<file path="config.mk">
export PLATFORM = sky130hd
export DESIGN_NAME = regfile_port_sequencer
export DESIGN_NICKNAME = d
export VERILOG_FILES = /design/src/rtl/regfile_port_sequencer.sv
export SDC_FILE = /design/constraint.sdc
export NUM_CORES = 1
export LEC_CHECK = 0
export ABC_CLOCK_PERIOD_IN_PS = 3350
export BUFFER_PORTS_ARGS = -buffer_cell sky130_fd_sc_hd__buf_2
export CAP_MARGIN = 10
export CORE_MARGIN = 5
export CORE_UTILIZATION = 33
export CTS_CLUSTER_DIAMETER = 40
export CTS_CLUSTER_SIZE = 30
export DETAILED_ROUTE_END_ITERATION = 10
export SETUP_SLACK_MARGIN = 0.5
export SYNTH_ARGS = -nofsm -noshare
export SYNTH_HDL_FRONTEND = slang
export SYNTH_SLANG_ARGS = --single-unit
</file>
<file path="constraint.sdc">
create_clock -name clk -period 3.35 [get_ports clk]
set_input_delay 0.335 -clock clk [delete_from_list [all_inputs] [get_ports clk]]
set_output_delay 0.335 -clock clk [all_outputs]
set_load 0.02 [all_outputs]
</file>
<file path="src/rtl/regfile_port_sequencer.sv">
// Client-side sequencer for the 32x32 register file: arbitrates operand fetch
// against writeback on the single port pair and hands operand pairs to execute.
module regfile_port_sequencer #(
   parameter int unsigned STARVE_LIMIT = 4
) (
   input  logic        clk,
   input  logic        rst,
   input  logic        op_valid,
   output logic        op_ready,
   input  logic [4:0]  op_rs1,
   input  logic [4:0]  op_rs2,
   input  logic        wb_valid,
   output logic        wb_ready,
   input  logic [4:0]  wb_rd,
   input  logic [31:0] wb_data,
   output logic        rf_read_en,
   output logic        rf_write_en,
   output logic [4:0]  rf_rs1_addr,
   output logic [4:0]  rf_rs2_addr,
   output logic [4:0]  rf_write_addr,
   output logic [31:0] rf_write_data,
   input  logic [31:0] rf_rs1_data,
   input  logic [31:0] rf_rs2_data,
   output logic        opnd_valid,
   input  logic        opnd_ready,
   output logic [31:0] opnd_rs1,
   output logic [31:0] opnd_rs2
);
   localparam int unsigned XW = 32;
   localparam int unsigned AW = 5;
   localparam int unsigned SW = 4;

   typedef enum logic [1:0] {IDLE, RD, HOLD} state_t;

   state_t        state, state_next;
   logic [AW-1:0] h_rs1, h_rs2;
   logic [SW-1:0] sc, sc_next;
   logic          slot_free, starve, wb_fire, rd_fire;

   assign rf_rs1_addr   = op_rs1;
   assign rf_rs2_addr   = op_rs2;
   assign rf_write_addr = wb_rd;
   assign rf_write_data = wb_data;
   assign opnd_valid    = (state == HOLD);

   always_ff @(posedge clk or posedge rst) begin
      if (rst) state <= IDLE;
      else     state <= state_next;
   end

   // Port arbitration and next-state; the RF sees these on the handshake edge.
   always_comb begin
      state_next  = state;
      sc_next     = sc;
      slot_free   = (state == IDLE) || ((state == HOLD) && opnd_ready);
      starve      = op_valid && slot_free && (sc == SW'(STARVE_LIMIT));
      wb_ready    = !rst && !starve;
      wb_fire     = wb_valid && wb_ready;
      op_ready    = !rst && slot_free && !wb_fire;
      rd_fire     = op_valid && op_ready;
      rf_write_en = wb_fire && (wb_rd != '0);
      rf_read_en  = rd_fire;

      if (rd_fire || !op_valid)
         sc_next = '0;
      else if (slot_free && wb_fire && (sc != SW'(STARVE_LIMIT)))
         sc_next = sc + SW'(1);

      case (state)
         IDLE:    if (rd_fire) state_next = RD;
         RD:      state_next = HOLD;
         HOLD:    if (opnd_ready) state_next = rd_fire ? RD : IDLE;
         default: state_next = IDLE;
      endcase
   end

   // Operand value at capture: x0 reads zero, a same-cycle write beats stale RF data.
   function automatic logic [XW-1:0] capture(input logic [AW-1:0] idx,
                                             input logic [XW-1:0] rf_val);
      if (idx == '0)                          return '0;
      else if (rf_write_en && wb_rd == idx)   return wb_data;
      else                                    return rf_val;
   endfunction

   always_ff @(posedge clk or posedge rst) begin
      if (rst) begin
         h_rs1    <= '0;
         h_rs2    <= '0;
         sc       <= '0;
         opnd_rs1 <= '0;
         opnd_rs2 <= '0;
      end else begin
         sc <= sc_next;
         if (rd_fire) begin
            h_rs1 <= op_rs1;
            h_rs2 <= op_rs2;
         end
         if (state == RD) begin
            opnd_rs1 <= capture(h_rs1, rf_rs1_data);
            opnd_rs2 <= capture(h_rs2, rf_rs2_data);
         end else if (state == HOLD) begin
            if (rf_write_en && wb_rd == h_rs1) opnd_rs1 <= wb_data;
            if (rf_write_en && wb_rd == h_rs2) opnd_rs2 <= wb_data;
         end
      end
   end
endmodule

</file>
## Word-level counts from Yosys, hierarchy flattened

Index checks and enable logic that the tools add are counted.
W data, S select, Z words.

- Word-level logic and storage cells: 61
- ROM bits: 0
- Bits in writable memories: 0
- Memories: 0
- Flip-flop bits (word level): 80
- Bits in latches: 0

- Mux-type cells: 16
- Multipliers: 0
- Reduce and logical (&&, ||, !) cells: 30
- Add/subtract/negate cells: 1
- Equality and inequality tests: 8
- Divide/modulo/power cells: 0
- Magnitude comparators: 0
- Shift operators: 0
- Bitwise logic cells: 0

Operators with widths:

| cell | number |
|---|---|
| $mux W32 | 10 |
| $logic_and A1 B1 Y1 | 13 |
| $eq A5 B5 Y1 | 2 |
| $logic_not A5 Y1 | 2 |
| $mux W4 | 2 |
| $reduce_bool A2 Y1 | 4 |
| $pmux W2 S3 | 1 |
| $reduce_and A2 Y1 | 3 |
| $reduce_bool A5 Y1 | 1 |
| $add A4 B1 Y4 const B | 1 |
| $eq A4 B3 Y1 const B | 1 |
| $logic_not A1 Y1 | 4 |
| $mux W2 | 2 |
| $ne A4 B3 Y1 const B | 1 |
| $eq A2 B1 Y1 const B | 1 |
| $eq A2 B2 Y1 const B | 1 |
| $logic_not A2 Y1 | 1 |
| $logic_or A1 B1 Y1 | 2 |
| $ne A2 B1 Y1 const B | 1 |
| $ne A2 B2 Y1 const B | 1 |
| $mux W1 | 1 |

## Logic depth before layout (Yosys ltp)

- Depth in word-level cells: 14
- Gate-level depth with buffers: 9
- Gate-level depth less buffers: 7

## Worst setup path before layout

OpenSTA, ideal clock, no wires.

- Path type: in2reg
- Start: input rst
- End: register opnd_rs1[13]
- Setup slack: -0.026 ns
- Data required time: 3.226 ns
- Arrival: 3.252 ns
- Stages on the path: 6
- Path buffers: 1
- Path through: inv_1 > o21a_2 > and4_1 > o21ai_4 > buf_4 > a211o_1

- Longest elaborated chain between the ends: 8
- Elaborated cells on any way between the ends: 10
- Classes of those cells: mux: 3; reduce/logical: 7

Ends and longest elaborated chain:

| item | line | text |
|---|---|---|
| start, declared | 7 | `input logic rst,` |
| $logic_not A1 Y1 (no source line) * | -- |  |
| $logic_and A1 B1 Y1 * | 57 | `wb_ready = !rst && !starve;` |
| net wb_ready | 13 | `output logic wb_ready,` |
| $logic_and A1 B1 Y1 * | 58 | `wb_fire = wb_valid && wb_ready;` |
| $logic_and A1 B1 Y1 * | 61 | `rf_write_en = wb_fire && (wb_rd != '0);` |
| $logic_and A1 B1 Y1 * | 81, 102 |  |
| $mux W32 | 81 | `else if (rf_write_en && wb_rd == idx) return wb_data;` |
| $mux W32 | 80 | `if (idx == '0) return '0;` |
| $mux W32 | 98 | `if (state == RD) begin` |
| end signal, assigned | 99 | `opnd_rs1 <= capture(h_rs1, rf_rs1_data);` |
| end signal, assigned | 102 | `if (rf_write_en && wb_rd == h_rs1) opnd_rs1 <= wb_data;` |
| end, declared | 26 | `output logic [31:0] opnd_rs1,` |

Mark *: on every way through the listed nets, which the timed path passes. The rest lies on a longest branch.
A chain may end at the register's enable or synchronous reset.

## Worst setup path in the final report

- Start: register state[0]
- End: register opnd_rs2[17]

- Longest elaborated chain between the ends: 13
- Elaborated cells on any way between the ends: 18
- Classes of those cells: eq/ne: 2; mux: 3; reduce/logical: 13

Ends and longest elaborated chain:

| item | line | text |
|---|---|---|
| start, declared | 35 | `state_t state, state_next;` |
| start signal, assigned | 48 | `else state <= state_next;` |
| $eq A2 B2 Y1 | 55, 101 |  |
| $logic_and A1 B1 Y1 | 55 | `slot_free = (state == IDLE) \|\| ((state == HOLD) && opnd_ready);` |
| $logic_or A1 B1 Y1 | 55 |  |
| $logic_and A1 B1 Y1 (2 in series) | 56 | `starve = op_valid && slot_free && (sc == SW'(STARVE_LIMIT));` |
| $logic_not A1 Y1 | 57 |  |
| $logic_and A1 B1 Y1 | 57 |  |
| $logic_and A1 B1 Y1 | 58 |  |
| $logic_and A1 B1 Y1 | 61 |  |
| $logic_and A1 B1 Y1 | 81, 103 |  |
| $mux W32 | 81 |  |
| $mux W32 | 80 |  |
| $mux W32 | 98 |  |
| end signal, assigned | 100 | `opnd_rs2 <= capture(h_rs2, rf_rs2_data);` |
| end signal, assigned | 103 | `if (rf_write_en && wb_rd == h_rs2) opnd_rs2 <= wb_data;` |
| end, declared | 27 | `output logic [31:0] opnd_rs2` |

Parallel ways exist; a longest one is shown, timed or not.

==> impl_results.md <==
- Hold Buf Count CTS: 0
- Peak VDD IR: 0.303 mV
- Die area: between 15000 and 20000 um2
- Area grow syn2layout: 24.7%
- Initial core utilization: 0.333
- CTS Buf Count: 9
- Commonest non-fill, non-tap cell in the layout: buf_2
- DP Area: 5670 um2
- Max Clock Freq: ~380 MHz
- Pwr Density: ~880 nW/um2
- Boundary Pins: around 230
- Setup violations, final: 0
- Max-Cap Viols: 0
- Worst R2R Path Depth: 8
- Root buffer cell: clkbuf_16
- Critical path endpoint category: register
- Netlist cell types: between 40 and 50
- Power share of the sequential group: 0.326
- ANT cells: 0
- Worst path max stage delay: roughly 0.53 ns
- Slack of the critical path: roughly 0.69 ns
- Power Internal: just under 3000 uW
- Layout cells sized above 1: 0.419
- Final hold violation count: 0
- Post-Route WL: 15.3 mm
- Clock power share: 0.177
- Vias in the first global route: ~4400
- HP Class: in -> async
- Asr flop ratio synth: 1.00
- RSZ-0062 raised after global routing: false
- Chip height: roughly 130 um
- Drc violations: 0
- Main flop type after synthesis: dfrtp_1
- Core area: 14400 um2
- Net switching power figure: between 2000 and 2500 uW
- Worst-Skew Late Latency: roughly 0.34 ns
- Worst Setup Slack post-DPL: about 0.68 ns
- Seq cells post-synth: 80
- Clock Path Buffers: 2
- Slowest stage cell, crit path: nor4_2
- Die width: roughly 130 um
- Nets@finish: between 700 and 800
- Clk pin slew, worst setup/hold paths: 0.07 ns
- Worst Path Required: 3.57 ns
- Setup TNS Final: 0 ns
- GPL Wtd Cong: a little over 0.8
- Leakage: 0.00308 uW
- Slew margin rel.: 0.327
- Fin. max-slew vios: 0
- Tcrit/Tclk final: 0.793
- Vias per cell: between 5 and 6
- CP cell instances: inv_1 > ha_1 > a21oi_1 > nor2_1 > nor4_2 > buf_4 > nor3b_1 > a221o_1
- Largest net degree at the start of global routing: 65
- Post CTS Setup Buffer Count: 0
- Port-buffer cells: about 230
- Via count: around 4300
- Commonest non-fill, non-tap cells in the layout: 231 x buf_2, 80 x dfrtp_1, 36 x nand2_1, 36 x nor2b_1, 33 x nor3_1
- WL/cell: between 15 and 20 um
- Least-Margin Pin Slew: 1.01 ns
- HPWL after DPL: roughly 11 mm
- Clock sink total: 80
- Reg-to-Reg End: opnd_rs2[17]
- Seq/Total Area, Yosys: 0.419
- Delay-heaviest family, CP: simple AND/OR/NAND/NOR gates
- Sw frac: 0.433
- Initial antenna violation count: 1
- ANT nets after route: 0
- Netlist Area Pre-Place: between 4000 and 5000 um2
- Final Skew: about 0.0081 ns
- Post-CTS sizing: 0
- Critical path class: reg -> reg
- Max H-tree Level: 3
- Fillers: 1419
- WP buf/inv: 2
- Syn nets: around 600
- EDFF count, synth: 0
- Syn avg cell area: around 10 um2
- Synth warnings: 0
- First-pass GRT wire length: ~23 mm
- Worst Path Max Fanout: 40
- CTS tree: done
- FP Rows: 44
- Worst R2R Start: state[0]
- Startpoint type of the worst setup path: register
- GR Util All Layers: 0.177
- Status: complete, no violations
- Synth Instances: about 470
- Fin area: roughly 6000 um2
- FF-to-FF setup slack: between 0.6 and 0.7 ns
- Initial DRC Count: about 270
- Logic pwr share: 0.496
- Router iterations before antenna repair: 4
- CP arrival: around 2.9 ns
- Total gr overflow: 0
- Crit path time final: 2.66 ns
state kept, by name (all words and copies together) (netlist names):
name / cells
opnd_rs1: 32
h_rs2: 5
opnd_rs2: 32
h_rs1: 5
sc: 4
state: 2
layout make-up:
type | count | area, um2 | share of cell area
multi-input combinational | 302 | 2190 | 0.367
sequential | 80 | 2000 | 0.336
timing repair buffer | 241 | 1240 | 0.208
clock buffer | 12 | 246 | 0.0414
tap | 184 | 230 | 0.0386
clock inverter | 4 | 30.0 | 0.00504
inverter | 6 | 26.3 | 0.00441
routing by layer:
layer / GRT usage / vias up / share of wire
met1: 0.238 / 2055 / 0.44
met3: 0.0377 / 24 / 0.078
met2: 0.282 / 166 / 0.47
met5: 0 / - / 0.00072
met4: 0.0623 / 2 / 0.016
li1: - / 2003 / -
cell families after synthesis:
| group | share of synthesized area |
|---|---|
| xor gates and xnor gates | 0.0183 |
| DFF | 0.419 |
| and+or+nand+nor | 0.241 |
| buffers and inverters | 0.128 |
| AOI/OAI and AO/OA | 0.147 |
| adders and majority gates | 0.0183 |
| muxes | 0.0280 |
Yosys cell counts, types with 4 or more instances:
cell type	n	share of area
nor2b_1	36	0.047
a21oi_1	4	0.0042
clkbuf_1	16	0.013
nand3_1	4	0.0042
nor3_1	33	0.035
a211o_1	32	0.059
and3_1	32	0.042
nand2_1	36	0.028
buf_2	7	0.0073
mux2_1	10	0.024
nor3b_1	32	0.050
xnor2_1	5	0.0092
xor2_1	5	0.0092
a221o_1	32	0.067
buf_4	49	0.077
buf_6	5	0.012
dfrtp_1	80	0.42
dlymetal6s2s_1	4	0.010
inv_1	5	0.0039
nor2_1	5	0.0039
ha_1	7	0.018
through the flow:
step                cells  utilization  hold slack (ns)  total power [uW]
floorplan             472            -            0.470              3520
global placement      812        0.394            0.418              4300
detailed placement    812        0.394            0.427              4360
CTS                   828        0.414           0.0577              5310
global route          829        0.415           0.0980              5620
finish                829        0.415           0.0632              5250
power groups by stage:
stage | Clock (uW) | Sequential, uW | Combinational [uW]
after detailed placement | 0 | 1730 | 2630
final | 932 | 1710 | 2610
after global placement | 0 | 1720 | 2580
after floorplan | 0 | 2120 | 1400
after CTS | 958 | 1720 | 2630
after global routing | 994 | 1770 | 2850
worst max path at each step:
stage / startpoint / end / slack (ns) / depth (start not counted)
after floorplan: rst / opnd_rs1[0] / 0.61 / 6
after global placement: state[0] / opnd_rs1[26] / 0.80 / 7
after detailed placement: state[0] / opnd_rs2[17] / 0.68 / 8
after CTS: state[0] / opnd_rs2[17] / 0.67 / 8
after global routing: state[1] / opnd_rs2[31] / 0.53 / 7
final: state[0] / opnd_rs2[17] / 0.69 / 8
Note: power is estimated with default switching activity, not from simulation.
